===== src/rtl/uart_pkg.sv =====
// Shared types and constants for the UART receive path.
package uart_pkg;

  typedef enum logic [2:0] {IDLE, START, DATA, PARITY, STOP, BREAK} rx_state_t;

  localparam int DEFAULT_CLKS_PER_BIT = 8680;

  typedef logic [7:0] byte_t;

endpackage


===== src/rtl/uart_rx_fifo_sync_fifo.sv =====
// First-word-fall-through synchronous FIFO; a push into a full FIFO is accepted
// only when a pop happens in the same cycle.
module sync_fifo #(
  parameter int WIDTH = 8,
  parameter int DEPTH = 16
) (
  input  logic                   clk_i,
  input  logic                   rst_i,
  input  logic                   push_i,
  input  logic [WIDTH-1:0]       wdata_i,
  input  logic                   pop_i,
  output logic [WIDTH-1:0]       rdata_o,
  output logic                   empty_o,
  output logic                   full_o,
  output logic [$clog2(DEPTH):0] count_o
);

  localparam int AW = $clog2(DEPTH);

  logic [WIDTH-1:0] mem_q [DEPTH];
  logic [AW-1:0]    wr_ptr_q, rd_ptr_q;
  logic [AW:0]      count_q, count_d;
  logic             do_push, do_pop;

  assign empty_o = (count_q == '0);
  assign full_o  = (count_q == (AW+1)'(DEPTH));
  assign count_o = count_q;
  assign rdata_o = empty_o ? '0 : mem_q[rd_ptr_q];

  assign do_pop  = pop_i && !empty_o;
  assign do_push = push_i && (!full_o || do_pop);

  always_comb begin
    count_d = count_q;
    case ({do_push, do_pop})
      2'b10:   count_d = count_q + 1'b1;
      2'b01:   count_d = count_q - 1'b1;
      default: count_d = count_q;
    endcase
  end

  always_ff @(posedge clk_i) begin
    if (rst_i) begin
      wr_ptr_q <= '0;
      rd_ptr_q <= '0;
      count_q  <= '0;
    end else begin
      if (do_push) wr_ptr_q <= wr_ptr_q + 1'b1;
      if (do_pop)  rd_ptr_q <= rd_ptr_q + 1'b1;
      count_q <= count_d;
    end
  end

  // Storage carries no reset; only the pointers define what is valid.
  always_ff @(posedge clk_i) begin
    if (do_push) mem_q[wr_ptr_q] <= wdata_i;
  end

endmodule


===== src/rtl/uart_rx_fifo.sv =====
// 8N1 UART receiver feeding a FWFT byte FIFO, with framing/overrun flags.
// Define UART_RX_PARITY_EN to expect an even-parity bit between data and stop.
module uart_rx_fifo
  import uart_pkg::*;
#(
  parameter int CLKS_PER_BIT = DEFAULT_CLKS_PER_BIT,
  parameter int DEPTH        = 16
) (
  input  logic                   clk_i,
  input  logic                   rst_i,
  input  logic                   rx_i,
  input  logic                   rd_en_i,
  output logic [7:0]             data_o,
  output logic                   empty_o,
  output logic                   full_o,
  output logic [$clog2(DEPTH):0] count_o,
  output logic                   frame_err_o,
  output logic                   overrun_o,
  output logic                   parity_err_o
);

  localparam int CW = $clog2(CLKS_PER_BIT);
  typedef logic [CW-1:0] cnt_t;
  localparam cnt_t HALF_BIT = cnt_t'(CLKS_PER_BIT/2 - 1);
  localparam cnt_t LAST_CNT = cnt_t'(CLKS_PER_BIT - 1);

  logic      rx_meta_q, rx_s_q;
  rx_state_t state_q;
  cnt_t      cnt_q;
  logic [2:0] idx_q;
  byte_t     shift_q;
  logic      frame_err_q, overrun_q;
  logic      par_bad_q;
  logic      stop_tick, push, fifo_full;

`ifdef UART_RX_PARITY_EN
  logic par_err_q;
  assign parity_err_o = par_err_q;
`else
  assign par_bad_q    = 1'b0;
  assign parity_err_o = 1'b0;
`endif

  assign frame_err_o = frame_err_q;
  assign overrun_o   = overrun_q;

  // The push is decided on the stop-sample cycle itself so the byte lands
  // in the FIFO on that edge.
  assign stop_tick = (state_q == STOP) && (cnt_q == LAST_CNT);
  assign push      = stop_tick && rx_s_q && !par_bad_q;

  always_ff @(posedge clk_i) begin
    if (rst_i) begin
      rx_meta_q <= 1'b1;
      rx_s_q    <= 1'b1;
    end else begin
      rx_meta_q <= rx_i;
      rx_s_q    <= rx_meta_q;
    end
  end

  always_ff @(posedge clk_i) begin
    if (rst_i) begin
      state_q     <= IDLE;
      cnt_q       <= '0;
      idx_q       <= '0;
      shift_q     <= '0;
      frame_err_q <= 1'b0;
      overrun_q   <= 1'b0;
`ifdef UART_RX_PARITY_EN
      par_bad_q   <= 1'b0;
      par_err_q   <= 1'b0;
`endif
    end else begin
      frame_err_q <= 1'b0;
      overrun_q   <= 1'b0;
`ifdef UART_RX_PARITY_EN
      par_err_q   <= 1'b0;
`endif
      case (state_q)
        IDLE: begin
          cnt_q <= '0;
          if (!rx_s_q) state_q <= START;
        end
        START: begin
          if (cnt_q == HALF_BIT) begin
            cnt_q   <= '0;
            idx_q   <= '0;
            state_q <= rx_s_q ? IDLE : DATA;
          end else begin
            cnt_q <= cnt_q + 1'b1;
          end
        end
        DATA: begin
          if (cnt_q == LAST_CNT) begin
            cnt_q          <= '0;
            shift_q[idx_q] <= rx_s_q;
            idx_q          <= idx_q + 1'b1;
            if (idx_q == 3'd7) begin
`ifdef UART_RX_PARITY_EN
              state_q <= PARITY;
`else
              state_q <= STOP;
`endif
            end
          end else begin
            cnt_q <= cnt_q + 1'b1;
          end
        end
`ifdef UART_RX_PARITY_EN
        PARITY: begin
          if (cnt_q == LAST_CNT) begin
            cnt_q     <= '0;
            par_bad_q <= rx_s_q ^ (^shift_q);
            state_q   <= STOP;
          end else begin
            cnt_q <= cnt_q + 1'b1;
          end
        end
`endif
        STOP: begin
          if (cnt_q == LAST_CNT) begin
            cnt_q <= '0;
`ifdef UART_RX_PARITY_EN
            par_err_q <= par_bad_q;
`endif
            if (rx_s_q) begin
              state_q   <= IDLE;
              overrun_q <= !par_bad_q && fifo_full && !rd_en_i;
            end else begin
              frame_err_q <= 1'b1;
              state_q     <= BREAK;
            end
          end else begin
            cnt_q <= cnt_q + 1'b1;
          end
        end
        BREAK: begin
          // A held-low line must return high before a new start is trusted.
          if (rx_s_q) state_q <= IDLE;
        end
        default: state_q <= IDLE;
      endcase
    end
  end

  sync_fifo #(
    .WIDTH (8),
    .DEPTH (DEPTH)
  ) u_fifo (
    .clk_i   (clk_i),
    .rst_i   (rst_i),
    .push_i  (push),
    .wdata_i (shift_q),
    .pop_i   (rd_en_i),
    .rdata_o (data_o),
    .empty_o (empty_o),
    .full_o  (fifo_full),
    .count_o (count_o)
  );

  assign full_o = fifo_full;

endmodule


===== config.mk =====
export PLATFORM = sky130hd
export DESIGN_NAME = uart_rx_fifo
export DESIGN_NICKNAME = d
export VERILOG_FILES = /design/src/rtl/uart_pkg.sv /design/src/rtl/uart_rx_fifo_sync_fifo.sv /design/src/rtl/uart_rx_fifo.sv
export SDC_FILE = /design/constraint.sdc
export NUM_CORES = 1
export LEC_CHECK = 0
export ABC_CLOCK_PERIOD_IN_PS = 9650
export CAP_MARGIN = 10
export CORE_ASPECT_RATIO = 1.5
export CORE_UTILIZATION = 65
export CTS_BUF_LIST = sky130_fd_sc_hd__clkbuf_2
export DETAILED_ROUTE_END_ITERATION = 8
export PLACE_DENSITY = 0.83
export REMOVE_ABC_BUFFERS = 1
export SYNTH_ARGS = -nofsm -noshare
export SYNTH_HDL_FRONTEND = slang
export SYNTH_SLANG_ARGS = --single-unit

===== constraint.sdc =====
create_clock -name clk_i -period 9.65 [get_ports clk_i]
set_input_delay 1.93 -clock clk_i [delete_from_list [all_inputs] [get_ports clk_i]]
set_output_delay 1.93 -clock clk_i [all_outputs]
set_load 0.005 [all_outputs]

Word level (Yosys, flattened, before mapping)
Memory sizes are Yosys's and may differ from the RTL's. A register that Yosys moved wholly into a read port is not among the register bits.
Cells that the tools add are included.
{"block": "totals", "regBits": 45, "elab_cells": 85, "input_bits": 4, "ramBits": 128, "output_inout_bits": 18, "n_memories": 1}
{"name": "u_fifo.mem_q", "words": 16, "width": 8, "read_ports": 1, "rd_ports_with_merged_regs": 1, "write_ports": 1, "line": "uart_rx_fifo_sync_fifo.sv:20", "text": "logic [WIDTH-1:0] mem_q [DEPTH];"}
{"block": "op_classes", "mux": 25, "reduce_logical": 21, "bitwise": 3, "order_cmp": 2, "eq_ne": 16, "add_sub_neg": 6}
{"op": "case mux 14 bit (3 select lines)", "count": 1}
{"op": "two-way mux 14 bit", "count": 2}
{"op": "two-way mux 3 bit", "count": 9}
{"op": "case mux 3 bit (5 select lines)", "count": 1}
{"op": "adder 14 x 1 -> 14 bit, second input constant", "count": 1}
{"op": "equality test 14 x 13 -> 1 bit, second input constant", "count": 1}
{"op": "equality test 14 bit, second input constant", "count": 1}
{"op": "inequality test 2 bit, second input constant", "count": 5}
{"op": "case mux 5 bit (2 select lines)", "count": 1}
{"op": "equality test 3 bit, second input constant", "count": 3}
{"op": "adder 4 x 1 -> 4 bit, second input constant", "count": 2}
{"op": "bitwise mux 8 bit", "count": 1}
{"op": "two-way mux 4 bit", "count": 2}
{"op": "two-way mux 8 bit", "count": 1}
{"op": "logical AND 1 bit", "count": 6}
{"op": "case mux 3 bit (2 select lines)", "count": 1}
{"op": "AND reduction 6 bit", "count": 1}
{"op": "adder 5 x 1 -> 5 bit, second input constant", "count": 1}
{"op": "equality test 5 bit, second input constant", "count": 1}
{"op": "logical NOT 5 bit", "count": 1}
{"op": "subtractor 5 x 1 -> 5 bit, second input constant", "count": 1}
{"op": "< comparator 3 x 4 -> 1 bit, second input constant", "count": 1}
{"op": "two-way mux 1 bit", "count": 4}
{"op": "nonzero test 2 bit", "count": 2}
{"op": "19 further kinds", "count": 23}

Logic depth before layout (Yosys ltp)
Gate-level depths: netlist of the first run.
{"block": "logic_depth", "word_depth": 7, "mapped_depth": 14}

Modules after synthesis
From an unflattened synthesis of the first run, not the netlist that was laid out.
{"block": "hier_totals", "cells_unflattened": 546, "hier_area_um2": 7741.2}
{"module": "sync_fifo", "cells_per_inst": 325, "instances": 1, "area_per_inst_um2": 5933.2, "seq_area_each_um2": 4184.0}
{"module": "uart_rx_fifo", "cells_per_inst": 221, "instances": 1, "area_per_inst_um2": 1808.0, "seq_area_each_um2": 640.6}

Worst setup path after synthesis of the first run
Ideal clock, no wire load.
{"block": "synth_timing", "path_type": "input -> register", "from": "in rd_en_i", "to": "reg u_fifo.count_q[4], in the netlist u_fifo.count_o[4]", "t_arrival_ps": 3897, "n_path_buf": 1, "cell_stages": 13, "slack_ps": 5625, "cell_sequence": "inv_1 -> nand3_1 -> and4_1 -> buf_2 -> inv_2 -> ha_1 -> xor2_1 -> ha_1 -> a211o_1 -> a211o_1 -> a31oi_1 -> xnor2_1 -> nor2_1"}
{"block": "synth_via", "elab_chain_cells": 5, "word_cells_on_any_way": 7, "cone_classes": "eq/ne: 2; mux: 1; reduce/logical: 4"}
{"item": "from (decl)", "line": "uart_rx_fifo.sv:12", "text": "input logic rd_en_i,"}
{"item": "logical AND 1 bit *", "line": "uart_rx_fifo_sync_fifo.sv:30", "text": "assign do_pop = pop_i && !empty_o;"}
{"item": "logical OR 1 bit", "line": "uart_rx_fifo_sync_fifo.sv:31", "text": "assign do_push = push_i && (!full_o || do_pop);"}
{"item": "logical AND 1 bit", "line": "uart_rx_fifo_sync_fifo.sv:31"}
{"item": "equality test 2 x 1 -> 1 bit or equality test 2 bit (tied branches)", "line": "uart_rx_fifo_sync_fifo.sv:35", "text": "case ({do_push, do_pop})"}
{"item": "case mux 5 bit (2 select lines) or nonzero test 2 bit (tied branches)"}
{"item": "to (signal assigned)", "line": "uart_rx_fifo_sync_fifo.sv:50", "text": "count_q <= count_d;"}
{"item": "to (decl)", "line": "uart_rx_fifo_sync_fifo.sv:22", "text": "logic [AW:0] count_q, count_d;"}
Mark *: on every way between the ends. The rest lies on a longest branch, timed or not.
A chain may end at the register's enable or synchronous reset.

==> results.cfg, run 1 <==
[global_routing]
grt_pass1_wl_um = 22400
antenna_found_initial = 1
grt_max_degree = 33
grt_pass1_vias = 4369
grt_use_total = 0.248
grt_overflow = 0

[routing]
wire_per_inst_um = 20.1
drt_iter0_markers = 325
ant_nets = 0
routed-via-count = 4368
drtPass1Iterations = 5
drc = 0
detail_route.vias_per_cell = 6.26
routed_wirelength_um = 14100

[clocking]
cts_htree_levels = 4
cts_tree = built
ctsResizeCount = 0
cts.sink_count = 177
numCtsBuffers = 17
clk_pin_slew_ns = 0.22
cts-root-buf = clkbuf_2
cts_setup_buffers = 0
cts_buffer_depth = 2
cts_hold_buffers = 0
clock_latency_ns = 0.71

[hold_path]
hold-path-endpoint = rx_s_q$_SDFF_PP1_
min_path_cells = 1
hp-start = rx_meta_q$_SDFF_PP1_
hold_path.class = reg2reg

[logic_synthesis]
async_flop_share = 0
syn_avg_cell_area_um2 = 14.6
synth_ff_type = edfxtp_1
synth.yosys.warnings = 0
synthCells = 518
synth.distinct_cells = 63
synthTopCellsByCount = edfxtp_1 (128), dfxtp_1 (49), mux4_2 (40), nor2_1 (40), nand2_1 (35)
yosys.area.top_type_share = 0.507
synth.ff_latch_count = 177
synth-seq-area-share = 0.636
yosysMostFrequentCell = edfxtp_1
synth_top_area_cell = edfxtp_1
syn_area_um2 = 7590
synthTopCellsByArea = edfxtp_1 (51%), dfxtp_1 (13%), mux4_2 (12%), ha_1 (2.0%), nor2_1 (2.0%)
synth_edf_count = 128

[worst_setup_path]
crit_path_frequent_cell = mux4_2
regToRegSetupSlack_ns = 6.01
cp_max_fo = 32
worstSetupPathType = reg2out
cp_cell_sequence = buf_4, mux4_2, mux4_2, nor2b_1, clkdlybuf4s50_1
start_kind = flip-flop
timing.rr.start = cnt_q[0]$_SDFFE_PP0P_
rr_worst_depth = 14
worstPathRequired_ns = 7.72
crit_slowest_cell = mux4_2
worst_path_largest_cell_delay_ns = 0.60
cp_data_arrival_time_ns = 3.29
crit_path_end_kind = output port
timing.rr.end = u_fifo.count_o[4]$_SDFFE_PP0P_

[floorplanning]
initial_core_util = 0.665
core_area_um2 = 11400
rows = 48
io_pins = 22
dieWidth_um = 90.2
dieArea_um2 = 12100
die_height_um = 134

[timing]
slew_viol_final = 0
period_share = 0.541
period_needed_ns = 5.22
max_freq_mhz = 191
max-slew-margin-rel = 0.353
worstMarginPinSlew_ns = 0.963
setup_viol = 0
tns_ns = 0
fin_skew_ns = 0.0261
timing.final.ws_setup_ns = 4.43
hold_viol = 0
rsz0062_at_grt = false

[placement]
port_buffers = 20
gp_congestion = 0.887
place.detailed.hpwl_um = 9560
pre_cts_ws_ns = 4.91

[pwr]
sw_frac_of_total = 0.210
power_density_nw_per_um2 = 148
total_leakage_power_nw = 2.62
ir_drop_v = 0.0000804
p_sw_w = 0.000254
clockPowerShare = 0.322
seq_power_share = 0.668
p_int_w = 0.000955
comb_power_share = 0.010

[final_layout]
drive_above_1_share = 0.170
area_growth_pct = 7.50
fin_nets = 550

[run_status]
status = finished clean

[flow_run]
cap_violations = 0
registers in the layout, summed over array words and instances, names as in the netlist, named ones only:
signal	flops
u_fifo.mem_q	128
cnt_q	14
shift_q	8
u_fifo.count_o	5
u_fifo.rd_ptr_q	4
u_fifo.wr_ptr_q	4
idx_q	3
state_q	3
frame_err_o	1
overrun_o	1
rx_meta_q	1
rx_s_q	1
power by group through the flow:
stage	combinational, W	clock (W)	sequential (W)
final	0.0000120	0.000390	0.000808
after global routing	0.0000133	0.000422	0.000808
after CTS	0.0000120	0.000396	0.000808
after detailed placement	0.0000120	0	0.000824
after floorplan	0.00000660	0	0.000823
after global placement	0.0000117	0	0.000824
worst max-delay path by stage:
stage	startpoint	endpoint	slack, ns	cells past startpoint
CTS	flip-flop	data_o[3]	4.29	5
finish	flip-flop	data_o[3]	4.43	5
global route	flip-flop	data_o[4]	4.19	5
floorplan	flip-flop	data_o[0]	5.04	3
global placement	rd_en_i	u_fifo.count_o[4]$_SDFFE_PP0P_	5.01	13
detailed placement	rd_en_i	u_fifo.count_o[4]$_SDFFE_PP0P_	4.91	13
per-stage QoR:
stage | utilization | cells | cell area, µm² | hold slack, ns | power, W
2_1_floorplan | - | 488 | 7460 | 0.389 | 0.000830
3_3_place_gp | 0.692 | 665 | 7900 | 0.395 | 0.000835
3_5_place_dp | 0.692 | 665 | 7900 | 0.398 | 0.000836
4_1_cts | 0.714 | 697 | 8150 | 0.446 | 0.00122
5_1_grt | 0.715 | 698 | 8160 | 0.477 | 0.00124
6_report | 0.715 | 698 | 8160 | 0.441 | 0.00121
logic make-up (layout without fill, tap and decap cells):
family | after synthesis | count (layout) | share of synthesized area
flops | 177 | 177 | 0.636
mux | 53 | 53 | 0.136
xor+xnor | 11 | 11 | 0.0127
compound gates | 55 | 55 | 0.0516
buf+inv | 46 | 75 | 0.0251
simple gates | 163 | 163 | 0.118
fa+ha+maj | 12 | 12 | 0.0198
other cells | 1 | 2 | 0.000494
layout by cell type (no fill, tap or decap), types with 4 or more instances in the layout:
cell,Yosys,final
nor3_1,8,8
or3_1,5,5
nor2_1,40,40
edfxtp_1,128,128
nor2b_1,10,10
o211ai_1,6,6
and2_1,6,6
nand3_1,13,13
a21oi_1,11,11
nand2_1,35,35
clkbuf_2,0,18
mux4_2,40,40
a211oi_1,6,6
clkdlybuf4s50_1,0,20
xor2_1,7,7
inv_1,15,15
dfxtp_1,49,47
ha_1,12,12
nand4_1,8,8
buf_4,3,7
o21ai_0,6,6
nand2b_1,5,5
xnor2_1,4,4
nor4_1,4,4
nand4b_1,4,4
mux2i_1,13,13
layer usage:
layer,global-route usage,vias to the layer above,share of wire
li1,-,2027,-
met1,0.285,2196,0.38
met2,0.452,129,0.57
met5,0,-,0
met4,0.0968,0,0.012
met3,0.0505,16,0.039
critical path: cells and delay by family, from the launching register on:
kind,cells,cell delay [ns]
multiplexers,2,1.10
buffers and inverters,2,0.95
flip-flops,1,0.37
AND/OR/NAND/NOR,1,0.15
final cells by class:
cell class | count | area (µm²)
multi-input cells | 295 | 2570
clock inverters | 14 | 164
flip-flops and latches | 177 | 4830
inverters | 16 | 60.1
repair buffers | 27 | 253
diodes | 1 | 2.50
clock buffers | 18 | 90.1
fillers | 771 | 3260
well taps | 150 | 188
Note: power is estimated with default switching activity, not from simulation.
==> inputs of run 2 (changes only) <==
--- a/config.mk
+++ b/config.mk
@@ -5,13 +5,13 @@
 export SDC_FILE = /design/constraint.sdc
 export NUM_CORES = 1
 export LEC_CHECK = 0
-export ABC_CLOCK_PERIOD_IN_PS = 9650
+export ABC_CLOCK_PERIOD_IN_PS = 4400
 export CAP_MARGIN = 10
 export CORE_ASPECT_RATIO = 1.5
-export CORE_UTILIZATION = 65
+export CORE_UTILIZATION = 57
 export CTS_BUF_LIST = sky130_fd_sc_hd__clkbuf_2
 export DETAILED_ROUTE_END_ITERATION = 8
-export PLACE_DENSITY = 0.83
+export PLACE_DENSITY = 0.78
 export REMOVE_ABC_BUFFERS = 1
 export SYNTH_ARGS = -nofsm -noshare
 export SYNTH_HDL_FRONTEND = slang
==> constraint.sdc (replaced) <==
create_clock -name clk_i -period 4.4 [get_ports clk_i]
set_input_delay 0.88 -clock clk_i [delete_from_list [all_inputs] [get_ports clk_i]]
set_output_delay 0.88 -clock clk_i [all_outputs]
set_load 0.005 [all_outputs]
==> run 2 against run 1 <==
Power grew 110%. Sequential share of layout area hardly changed. Non-clock buffer count increased by 1. Cell count is 1.4% higher. Setup slack lost 3.9 ns. Clock power up 97%. Count of clock-buffer cells in the layout rose by 1. Sequential cell count stayed put. Worst hold slack gained 0.0065 ns. Utilization down 8.5 points. Register-to-register slack worse by 5.2 ns. First-iteration DRC count is the same. Largest cell class unchanged. Highest routed layer unchanged.
==> results.cfg, run 2 (same netlist as run 1, synthesis figures left out) <==
[run_status]
status = finished clean

[floorplanning]
dieArea_um2 = 13800
die_height_um = 143
io_pins = 22
dieWidth_um = 96.2
initial_core_util = 0.586
core_area_um2 = 13000
rows = 51

[timing]
worstMarginPinSlew_ns = 1.04
rsz0062_at_grt = false
max-slew-margin-rel = 0.298
setup_viol = 0
period_share = 0.887
tns_ns = 0
fin_skew_ns = 0.0338
period_needed_ns = 3.90
slew_viol_final = 0
whs_ns = 0.448
max_freq_mhz = 256
hold_viol = 0

[worst_setup_path]
regToRegSetupSlack_ns = 0.80
worstSetupPathType = reg2out
rr_worst_depth = 14
crit_path_end_kind = output port
worst_path_largest_cell_delay_ns = 0.59
timing.rr.end = u_fifo.count_o[4]$_SDFFE_PP0P_
start_kind = flip-flop
timing.rr.start = cnt_q[0]$_SDFFE_PP0P_
cp_cell_sequence = buf_12, mux4_2, mux4_2, nor2b_1, clkdlybuf4s50_1
cp_max_fo = 32
crit_slowest_cell = mux4_2
crit_path_frequent_cell = mux4_2
cp_data_arrival_time_ns = 3.02
worstPathRequired_ns = 3.52

[clocking]
cts_buffer_depth = 2
cts_htree_levels = 4
clk_pin_slew_ns = 0.23
clock_latency_ns = 0.70
ctsResizeCount = 0
cts_tree = built
numCtsBuffers = 17
cts_hold_buffers = 0
cts.sink_count = 177
cts_setup_buffers = 0
cts-root-buf = clkbuf_2

[routing]
drc = 0
ant_nets = 0
routed-via-count = 4355
routed_wirelength_um = 14600
detail_route.vias_per_cell = 6.15
drtPass1Iterations = 7
wire_per_inst_um = 20.6
drt_iter0_markers = 325

[global_routing]
grt_overflow = 0
grt_pass1_vias = 4231
antenna_found_initial = 1
grt_pass1_wl_um = 22800
grt_use_total = 0.234
grt_max_degree = 39

[hold_path]
hold_path.class = reg2reg
hold-path-endpoint = rx_s_q$_SDFF_PP1_
min_path_cells = 1
hp-start = rx_meta_q$_SDFF_PP1_

[pwr]
power_density_nw_per_um2 = 315
ir_drop_v = 0.000161
total_leakage_power_nw = 2.62

[final_layout]
final_cells = 708
finalInstanceArea_um2 = 8150
largest_register = u_fifo.mem_q
fin_nets = 551
final_common_cell = edfxtp_1
regArea_um2 = 4830
final_core_util = 0.629
multi_input_area_um2 = 2570
nFillCells = 963
area_growth_pct = 7.47
reg_top3 = u_fifo.mem_q (128), cnt_q (14), shift_q (8)
largest_register_ffs = 128
layout_common_cells = edfxtp_1 (128), dfxtp_1 (48), mux4_2 (40), nor2_1 (40), nand2_1 (35)
drive_above_1_share = 0.173

[placement]
placedCellCount = 675
gp_congestion = 0.832
place_area_um2 = 7930
place.detailed.hpwl_um = 9870
port_buffers = 20

[flow_run]
cap_violations = 0
[run 2: how the worst max path moves through the flow]
stage | to | startpoint | cells after the start
after global routing | data_o[3] | flip-flop | 5
after CTS | data_o[5] | flip-flop | 5
after detailed placement | u_fifo.count_o[4]$_SDFFE_PP0P_ | rd_en_i | 13
after floorplan | data_o[0] | flip-flop | 3
final | data_o[5] | flip-flop | 5
after global placement | u_fifo.count_o[4]$_SDFFE_PP0P_ | rd_en_i | 13
[run 2: critical path, delay by kind of cell, from the launching register on]
kind          cells  cell delay [ns]
mux               2             1.06
buf+inv           2             0.71
flops             1             0.39
simple gates      1             0.14
[run 2: final cells by class]
class / instances / share of cell area
clock inverter: 13 / 0.0155
multi-input combinational: 295 / 0.315
tap: 159 / 0.0244
clock buffer: 19 / 0.0117
antenna: 1 / 0.000307
sequential: 177 / 0.592
inverter: 16 / 0.00737
timing repair buffer: 28 / 0.0335
[run 2: per-layer routing]
layer / wire length, µm / up-vias / part of all wire / GRT usage
li1: - / 2027 / - / -
met1: 5470 / 2165 / 0.38 / 0.278
met2: 8190 / 145 / 0.56 / 0.419
met3: 641 / 18 / 0.044 / 0.0418
met4: 257 / 0 / 0.018 / 0.0793
met5: 0 / - / 0 / 0
[run 2: report_power, final]
part	internal, W	switching (W)	total, W
sequential	0.00177	0.00000460	0.00177
combinational	0.00000975	0.0000166	0.0000263
clock	0.000221	0.000547	0.000768
[run 2: stage by stage]
step / total power [W] / setup WS [ns]
finish: 0.00257 / 0.498
global route: 0.00265 / 0.283
CTS: 0.00258 / 0.388
detailed placement: 0.00183 / 0.698
global placement: 0.00183 / 0.833
floorplan: 0.00182 / 0.837
==> inputs of run 3 (changes only) <==
--- a/config.mk
+++ b/config.mk
@@ -10,6 +10,7 @@
 export CORE_ASPECT_RATIO = 1.5
 export CORE_UTILIZATION = 57
 export CTS_BUF_LIST = sky130_fd_sc_hd__clkbuf_2
+export CTS_CLUSTER_DIAMETER = 200
 export DETAILED_ROUTE_END_ITERATION = 8
 export PLACE_DENSITY = 0.78
 export REMOVE_ABC_BUFFERS = 1
==> results of run 3 <==
Final layout, timing and power as in run 2 (identical DEF).
